`src/rtl/cnt_sched_pkg.sv`:
```
// Shared definitions for the counter scheduler: FSM encoding and the
// width helper used to size requester indices.
package cnt_sched_pkg;

   // State encoding, also visible on the debug state output.
   localparam logic [2:0] ST_IDLE = 3'd0;
   localparam logic [2:0] ST_LOAD = 3'd1;
   localparam logic [2:0] ST_RUN  = 3'd2;
   localparam logic [2:0] ST_DONE = 3'd3;
   localparam logic [2:0] ST_ABRT = 3'd4;

   typedef enum logic [2:0] {
      S_IDLE = ST_IDLE,
      S_LOAD = ST_LOAD,
      S_RUN  = ST_RUN,
      S_DONE = ST_DONE,
      S_ABRT = ST_ABRT
   } state_t;

   // Number of bits needed to index n items (minimum 1).
   function automatic int clog2(input int n);
      int r;
      r = 0;
      while ((1 << r) < n) r = r + 1;
      if (r == 0) r = 1;
      return r;
   endfunction

endpackage

```
`src/rtl/cnt_sched_rr_pick.sv`:
```
// Combinational round-robin picker: returns the first set request at or
// above the pointer, wrapping to index 0.
module rr_pick
   import cnt_sched_pkg::*;
#(
   parameter int N_REQ = 4,
   parameter int ID_W  = 2
) (
   input  logic [N_REQ-1:0] req,
   input  logic [ID_W-1:0]  ptr,
   output logic [ID_W-1:0]  win,
   output logic             valid
);

   logic [2*N_REQ-1:0] req_dbl;
   logic [N_REQ-1:0]   req_rot;
   int                 sum;

   // Rotate the request vector so the pointer position lands at bit 0.
   always_comb begin
      req_dbl = {req, req};
      req_rot = N_REQ'(req_dbl >> ptr);
   end

   // Scan the rotated vector from bit 0 and map the hit back to an index.
   always_comb begin
      win   = '0;
      valid = 1'b0;
      sum   = 0;
      for (int k = 0; k < N_REQ; k++) begin
         if (!valid && req_rot[k]) begin
            valid = 1'b1;
            sum   = int'(ptr) + k;
            if (sum >= N_REQ) sum = sum - N_REQ;
            win   = ID_W'(sum);
         end
      end
   end

endmodule

```
`src/rtl/cnt_sched.sv`:
```
// Round-robin scheduler sharing one step counter between N_REQ requesters.
//
// Handshake: req[i] is a level request that the agent holds until it sees
// done (done_id == i) or abort; gnt is the registered one-hot answer. A
// requester that drops req while granted (LOAD or RUN) aborts its job.
// tick is a strobe: each high cycle in RUN advances cnt by one step.
module cnt_sched
   import cnt_sched_pkg::*;
#(
   parameter int N_REQ = 4,
   parameter int CNT_W = 4,
   parameter int ID_W  = clog2(N_REQ)
) (
   input  logic                   clk,
   input  logic                   rst,
   input  logic [N_REQ-1:0]       req,
   input  logic [N_REQ-1:0]       up,
   input  logic [N_REQ*CNT_W-1:0] lim,
   input  logic                   tick,
   output logic [N_REQ-1:0]       gnt,
   output logic [ID_W-1:0]        gnt_id,
   output logic                   busy,
   output logic [CNT_W-1:0]       cnt,
   output logic                   done,
   output logic [ID_W-1:0]        done_id,
   output logic                   abort,
   output logic [2:0]             dbg_state
);

   state_t             state_q, state_d;
   logic [N_REQ-1:0]   gnt_d;
   logic [ID_W-1:0]    gnt_id_d;
   logic [CNT_W-1:0]   cnt_d;
   logic               done_d;
   logic [ID_W-1:0]    done_id_d;
   logic               abort_d;
   logic [ID_W-1:0]    rr_q, rr_d;
   logic               dir_q, dir_d;
   logic [CNT_W-1:0]   lim_q, lim_d;

   logic [CNT_W-1:0]   lim_a [N_REQ];
   logic [ID_W-1:0]    pick_id;
   logic               pick_valid;
   logic               req_g;
   logic               up_g;
   logic [CNT_W-1:0]   lim_g;
   logic [CNT_W-1:0]   step_val;
   logic [CNT_W-1:0]   term_val;
   logic [ID_W-1:0]    rr_next;

   // Unpack the flat limit bus into one slice per requester.
   for (genvar i = 0; i < N_REQ; i++) begin : g_lim
      assign lim_a[i] = lim[i*CNT_W +: CNT_W];
   end

   rr_pick #(
      .N_REQ (N_REQ),
      .ID_W  (ID_W)
   ) u_pick (
      .req   (req),
      .ptr   (rr_q),
      .win   (pick_id),
      .valid (pick_valid)
   );

   // Granted requester's live inputs, next counter step and terminal value.
   always_comb begin
      req_g    = req[gnt_id];
      up_g     = up[gnt_id];
      lim_g    = lim_a[gnt_id];
      step_val = dir_q ? (cnt + 1'b1) : (cnt - 1'b1);
      term_val = dir_q ? lim_q : '0;
      rr_next  = (gnt_id == ID_W'(N_REQ - 1)) ? '0 : (gnt_id + 1'b1);
   end

   // Next-state and next-register logic; every target holds by default.
   always_comb begin
      state_d   = state_q;
      gnt_d     = gnt;
      gnt_id_d  = gnt_id;
      cnt_d     = cnt;
      done_d    = 1'b0;
      done_id_d = done_id;
      abort_d   = 1'b0;
      rr_d      = rr_q;
      dir_d     = dir_q;
      lim_d     = lim_q;
      case (state_q)
         S_IDLE: begin
            if (pick_valid) begin
               gnt_d          = '0;
               gnt_d[pick_id] = 1'b1;
               gnt_id_d       = pick_id;
               state_d        = S_LOAD;
            end
         end
         S_LOAD: begin
            // An early drop wins over loading; cnt stays as it was.
            if (!req_g) begin
               state_d = S_ABRT;
            end else begin
               dir_d   = up_g;
               lim_d   = lim_g;
               cnt_d   = up_g ? '0 : lim_g;
               state_d = (lim_g == '0) ? S_DONE : S_RUN;
            end
         end
         S_RUN: begin
            // Abort takes priority over a step that would reach terminal.
            if (!req_g) begin
               state_d = S_ABRT;
            end else if (tick) begin
               cnt_d = step_val;
               if (step_val == term_val) state_d = S_DONE;
            end
         end
         S_DONE: begin
            done_d    = 1'b1;
            done_id_d = gnt_id;
            gnt_d     = '0;
            rr_d      = rr_next;
            state_d   = S_IDLE;
         end
         S_ABRT: begin
            abort_d = 1'b1;
            gnt_d   = '0;
            rr_d    = rr_next;
            state_d = S_IDLE;
         end
         default: begin
            gnt_d   = '0;
            state_d = S_IDLE;
         end
      endcase
   end

   // State and datapath registers with asynchronous reset.
   always_ff @(posedge clk or posedge rst) begin
      if (rst) begin
         state_q <= S_IDLE;
         gnt     <= '0;
         gnt_id  <= '0;
         cnt     <= '0;
         done    <= 1'b0;
         done_id <= '0;
         abort   <= 1'b0;
         rr_q    <= '0;
         dir_q   <= 1'b0;
         lim_q   <= '0;
      end else begin
         state_q <= state_d;
         gnt     <= gnt_d;
         gnt_id  <= gnt_id_d;
         cnt     <= cnt_d;
         done    <= done_d;
         done_id <= done_id_d;
         abort   <= abort_d;
         rr_q    <= rr_d;
         dir_q   <= dir_d;
         lim_q   <= lim_d;
      end
   end

   // Status outputs decoded from the current state.
   always_comb begin
      busy      = (state_q == S_LOAD) || (state_q == S_RUN);
      dbg_state = state_q;
   end

endmodule

```
`config.mk`:
```
export PLATFORM = sky130hd
export DESIGN_NAME = cnt_sched
export DESIGN_NICKNAME = d
export VERILOG_FILES = /design/src/rtl/cnt_sched_pkg.sv /design/src/rtl/cnt_sched_rr_pick.sv /design/src/rtl/cnt_sched.sv
export SDC_FILE = /design/constraint.sdc
export NUM_CORES = 1
export LEC_CHECK = 0
export ABC_AREA = 0
export BUFFER_PORTS_ARGS = -buffer_cell sky130_fd_sc_hd__buf_2
export CORE_UTILIZATION = 57
export CTS_BUF_LIST = sky130_fd_sc_hd__clkbuf_2 sky130_fd_sc_hd__clkbuf_4 sky130_fd_sc_hd__clkbuf_8
export CTS_CLUSTER_SIZE = 40
export DETAILED_ROUTE_END_ITERATION = 6
export HOLD_SLACK_MARGIN = 0.05
export PLACE_DENSITY_LB_ADDON = 0.2
export SLEW_MARGIN = 20
export SYNTH_ARGS = -nofsm -noshare
export SYNTH_HDL_FRONTEND = slang
export SYNTH_SLANG_ARGS = --single-unit
```
`constraint.sdc`:
```
create_clock -name clk -period 4.3 [get_ports clk]
set_input_delay 0.43 -clock clk [delete_from_list [all_inputs] [get_ports clk]]
set_output_delay 0.43 -clock clk [all_outputs]
set_load 0.01 [all_outputs]
```
# Yosys cells after proc, flatten, opt, wreduce, memory -nomap -nowiden
# Index checks and enable logic that the tools add are counted.
[word_totals]
in_bits = 27
word_cells = 101
regBits = 24
[classes]
n_shift = 1
n_bitwise = 2
n_reduce_logical = 18
n_mux = 40
eq_ne = 12
order_cmp = 8
add_sub_neg = 10
[ops]
columns = ["operator", "count"]
rows = [
  ["4-bit 2-to-1 mux", 9],
  ["2-bit 2-to-1 mux", 9],
  ["4-bit case mux with 2 select lines", 2],
  ["3-bit 2-to-1 mux", 5],
  ["3-bit greater-or-equal comparator (second input constant)", 4],
  ["1-bit 2-to-1 mux", 10],
  ["3-bit case mux with 3 select lines", 1],
  ["4-bit binary-select mux with 2-bit select", 1],
  ["2-bit != test (second input constant)", 4],
  ["8-bit by 2-bit >> shifter with 4-bit output", 1],
  ["2-bit by 1-bit subtractor with 2-bit output (second input constant)", 4],
  ["2-bit by 2-bit adder with 3-bit output (second input constant)", 2],
  ["3-bit by 2-bit == test with 1-bit output (second input constant)", 2],
  ["2-bit by 3-bit < comparator with 1-bit output (second input constant)", 2],
  ["3-bit != test (second input constant)", 2],
  ["2-bit AND reduction", 3],
  ["4-bit by 1-bit adder with 4-bit output (second input constant)", 1],
  ["1-bit binary-select mux with 2-bit select", 2],
  ["4-bit == test", 1],
  ["1-bit logical AND", 4],
  ["4-bit logical NOT", 1],
  ["4-bit AND reduction", 1],
  ["2-bit OR reduction", 2],
  ["4-bit by 1-bit subtractor with 4-bit output (second input constant)", 1],
  ["other kinds (15)", 17],
]

# Depth between registers and ports, before layout
[depth]
word_depth = 17
ltp_mapped = 7

# Hierarchy
# A second synthesis with hierarchy kept.
[hier_totals]
cells_unflattened = 134
hier_area_um2 = 1437.6
[by_module_without_submodules]
columns = ["module", "cells_per_inst", "n_inst", "area_each_um2"]
rows = [
  ["cnt_sched", 122, 1, 1363.8],
  ["rr_pick", 12, 1, 73.8],
]

# Least setup slack after synthesis
# OpenSTA, ideal clock, no wires.
[synth_timing]
kind = "reg2reg"
startpoint = "register gnt_id[0]"
endpoint = "register lim_q[0]"
period_less_slack_ns = 1.747
stages_incl_launch_ff = 5
slack_ns = 2.553
t_required_ns = 4.172
path_buffers = 1
setup_ns = 0.128
arrival_time_ns = 1.620
path_cell_list = "dfrtp_1 buf_6 mux4_2 nand3_4 mux2_1"
[synth_between]
elab_chain_cells = 4
[synth_lines]
columns = ["item", "line", "text"]
rows = [
  ["start, declared", "cnt_sched.sv:21", "output logic [ID_W-1:0] gnt_id,"],
  ["start signal, assigned", "cnt_sched.sv:153", "gnt_id <= gnt_id_d;"],
  ["2-bit inverter with 3-bit output (implied by the code)", "cnt_sched.sv:70", "lim_g = lim_a[gnt_id];"],
  ["4-bit binary-select mux with 2-bit select", "cnt_sched.sv:70", ""],
  ["4-bit 2-to-1 mux (implied by the code) (2 in a row)", "cnt_sched.sv:70", ""],
  ["end signal, assigned", "cnt_sched.sv:160", "lim_q <= lim_d;"],
  ["end, declared", "cnt_sched.sv:39", "logic [CNT_W-1:0] lim_q, lim_d;"],
]
# Several ways; a longest one is shown, not always the timed one. The select of a mux whose other input is x is not followed.
# A chain may end at the register's enable or synchronous reset.

# Worst setup path after layout
[layout_timing]
startpoint = "register state_q[0] (netlist: dbg_state[0])"
endpoint = "output busy"
[layout_between]
elab_chain_cells = 2
[layout_lines]
columns = ["item", "line", "text"]
rows = [
  ["start, declared", "cnt_sched.sv:30", "state_t state_q, state_d;"],
  ["start signal, assigned", "cnt_sched.sv:151", "state_q <= state_d;"],
  ["3-bit by 1-bit == test with 1-bit output / 3-bit by 2-bit == test with 1-bit output (equally long branches)", "cnt_sched.sv:166", "busy = (state_q == S_LOAD) || (state_q == S_RUN);"],
  ["1-bit logical OR (*)", "cnt_sched.sv:166", ""],
  ["end, declared", "cnt_sched.sv:22", "output logic busy,"],
]
# Every way passes the cells marked *; elsewhere a longest branch is shown, timed or not.

==> flow_metrics.tcl <==
set metrics [dict create \
    status "completed" \
    synth.distinct_cells 45 \
    min_period_over_period 0.4560 \
    layout_common_cells "44 x buf_2, 24 x dfrtp_1, 11 x nand2_1, 11 x nor2_1, 6 x xnor2_1" \
    die-width_um 53.13 \
    critPathCapture "busy" \
    p_leak_nw 0.8180 \
    rsz0062_at_grt "no" \
    hp-class "in -> async" \
    final_util 0.7030 \
    start_util 0.6015 \
    pin_count 45 \
    die_area_um2 2823 \
    yosysWarnings 0 \
    core_um2 2477 \
    totalPowerFinal_mw 1.281 \
    grt_pass1_wl_um 5099 \
    synth_seq_cells 24 \
    die_h_um 53.13 \
    clock_sinks 24 \
    synth-seq-area-share 0.4030 \
    seqCellArea_um2 600.6 \
    worstMarginPinSlew_ns 0.9122 \
    power_density_nw_per_um2 735.3 \
    drt-total-wl_um 3190 \
    critPathLaunchType "register" \
    finalWorstSetupSlack_ns 2.339 \
    finalSetupTns_ns 0 \
    clock-skew-final_ns 0.005143 \
    grt_overflow_total 0 \
    setup_viol_count_final 0 \
    startpoint "dbg_state[0]$_DFFE_PP0P_" \
    r2r-start "gnt_id[0]$_DFFE_PP0P_" \
    clock_path_buffers 2 \
    dp_hpwl_um 2496 \
    place_congestion 0.8295 \
    drt_iter0_drc 19 \
    antenna_found_initial 0 \
    hold_viol 0 \
    fmax_mhz 510.0 \
    netlist_area_um2 1490 \
    drt_pass1_iterations 4 \
    max_cap_viol_count 0 \
    post_cts_buffers 0 \
    tritoncts "built" \
    synthFlopType "dfrtp_1" \
    cp-end-kind "output port" \
    num_vias 1233 \
    dp_worst_setup_slack_ns 2.365 \
    drive_gt1_frac 0.3446 \
    ant_nets 0 \
    grt_max_degree 25 \
    synth_edf_count 0 \
    rrSetupSlack_ns 2.35 \
    arrival_ns 1.53 \
    path_class "reg -> out" \
    async_flop_share 1.000 \
    reg2reg_to "lim_q[2]$_DFFE_PP0P_" \
    post_cts_resized 0 \
    cts_htree_levels 1 \
    routed_via_density 5.957 \
    rows 18 \
    multi_input_area_um2 824.5 \
    grt.total_usage 0.2488 \
    io_buffer_count 44 \
    postSynthCellCount 135 \
    avgRoutedWirePerCell_um 15.41 \
    clkLatencyLatePin_ns 0.31 \
    clkTransAtPathRegs_ns 0.14 \
    syn-num-nets 166 \
    drc_errors 0 \
    antennaDiodeCount 0 \
    syn_to_final_growth_pct 16.88 \
    cts_made_buffers 3 \
    period_needed_ns 1.961 \
    ctsHoldBuffers 0 \
    final_max_slew_viol_count 0 \
    final_common_cell "buf_2" \
    grt_pass1_vias 1187 \
    critical_path_peak_fanout 10 \
    r2r_cells 3 \
    ctsRootBufferMaster "clkbuf_4" \
    peakVddDrop_mv 0.4822 \
    relSlewSlack 0.3912 \
    required_ns 3.87 \
    syn-mean-instance-area_um2 11.04 \
    nets 209 \
    num-fill-cells 197 \
]
==> synth_stat cells, types with 3 or more instances <==
cell type | instances | area share
dfrtp_1 | 24 | 0.40
nand2_1 | 11 | 0.028
nor2_1 | 11 | 0.028
xnor2_1 | 6 | 0.035
a21oi_1 | 5 | 0.017
inv_1 | 5 | 0.013
mux2_1 | 5 | 0.038
nor3_1 | 5 | 0.017
o21ai_1 | 5 | 0.017
mux2_2 | 4 | 0.030
nand2b_1 | 4 | 0.017
a31oi_1 | 3 | 0.013
buf_4 | 3 | 0.015
ha_1 | 3 | 0.025
mux4_1 | 3 | 0.053
mux4_2 | 3 | 0.045
==> logic make-up after synthesis <==
group / after synthesis / synth area share
adders and majority gates: 4 / 0.03863
DFF: 24 / 0.4030
AOI/OAI and AO/OA: 29 / 0.1411
and+or+nand+nor: 43 / 0.1595
muxes: 16 / 0.1730
buffers and inverters: 12 / 0.04365
xor gates and xnor gates: 7 / 0.04114
==> critical path, stage by stage (launching register included) <==
cell and delay [ns]:
dfrtp_1 0.60, xnor2_1 0.17, nor2_1 0.26, buf_2 0.19
==> registers in the layout (all words and copies together), names as in the netlist <==
register	cells
gnt	4
done_id	2
abort	1
lim_q	4
rr_q	2
cnt	4
dir_q	1
dbg_state	3
gnt_id	2
done	1
==> where the power goes <==
part / switching [mW] / internal, mW
clock: 0.0703 / 0.0517
sequential: 0.132 / 0.321
combinational: 0.365 / 0.341
total: 0.567 / 0.714
==> layer usage <==
| metal | track usage | wire length, um |
|---|---|---|
| met5 | 0 | 0 |
| met4 | 0.08772 | 40 |
| met3 | 0.03448 | 207 |
| met2 | 0.4135 | 1533 |
| met1 | 0.3290 | 1409 |
==> metrics by stage <==
step                cells  hold slack [ns]  instance area [um^2]
detailed placement    203           0.4772                  1705
floorplan             135           0.4446                  1490
global placement      203           0.4663                  1705
finish                207           0.2938                  1742
global route          207           0.3789                  1742
CTS                   207           0.3355                  1742
==> layout make-up <==
cell class | count | share of cell area
tap | 30 | 0.02155
multi-input combinational | 99 | 0.4734
timing repair buffer | 44 | 0.1264
inverter | 6 | 0.01293
clock buffer | 4 | 0.02083
sequential | 24 | 0.3448
==> how the worst min path moves through the flow <==
stage | start | end | slack [ns]
2_1_floorplan | rst | abort$_DFF_PP0_ | 0.44
3_3_place_gp | gnt[2]$_DFFE_PP0P_ | gnt[2]$_DFFE_PP0P_ | 0.47
3_5_place_dp | gnt[0]$_DFFE_PP0P_ | gnt[0]$_DFFE_PP0P_ | 0.48
4_1_cts | rst | done_id[0]$_DFFE_PP0P_ | 0.34
5_1_grt | rst | done_id[0]$_DFFE_PP0P_ | 0.38
6_report | rst | rr_q[0]$_DFFE_PP0P_ | 0.29
(Power assumes the default switching activity.)
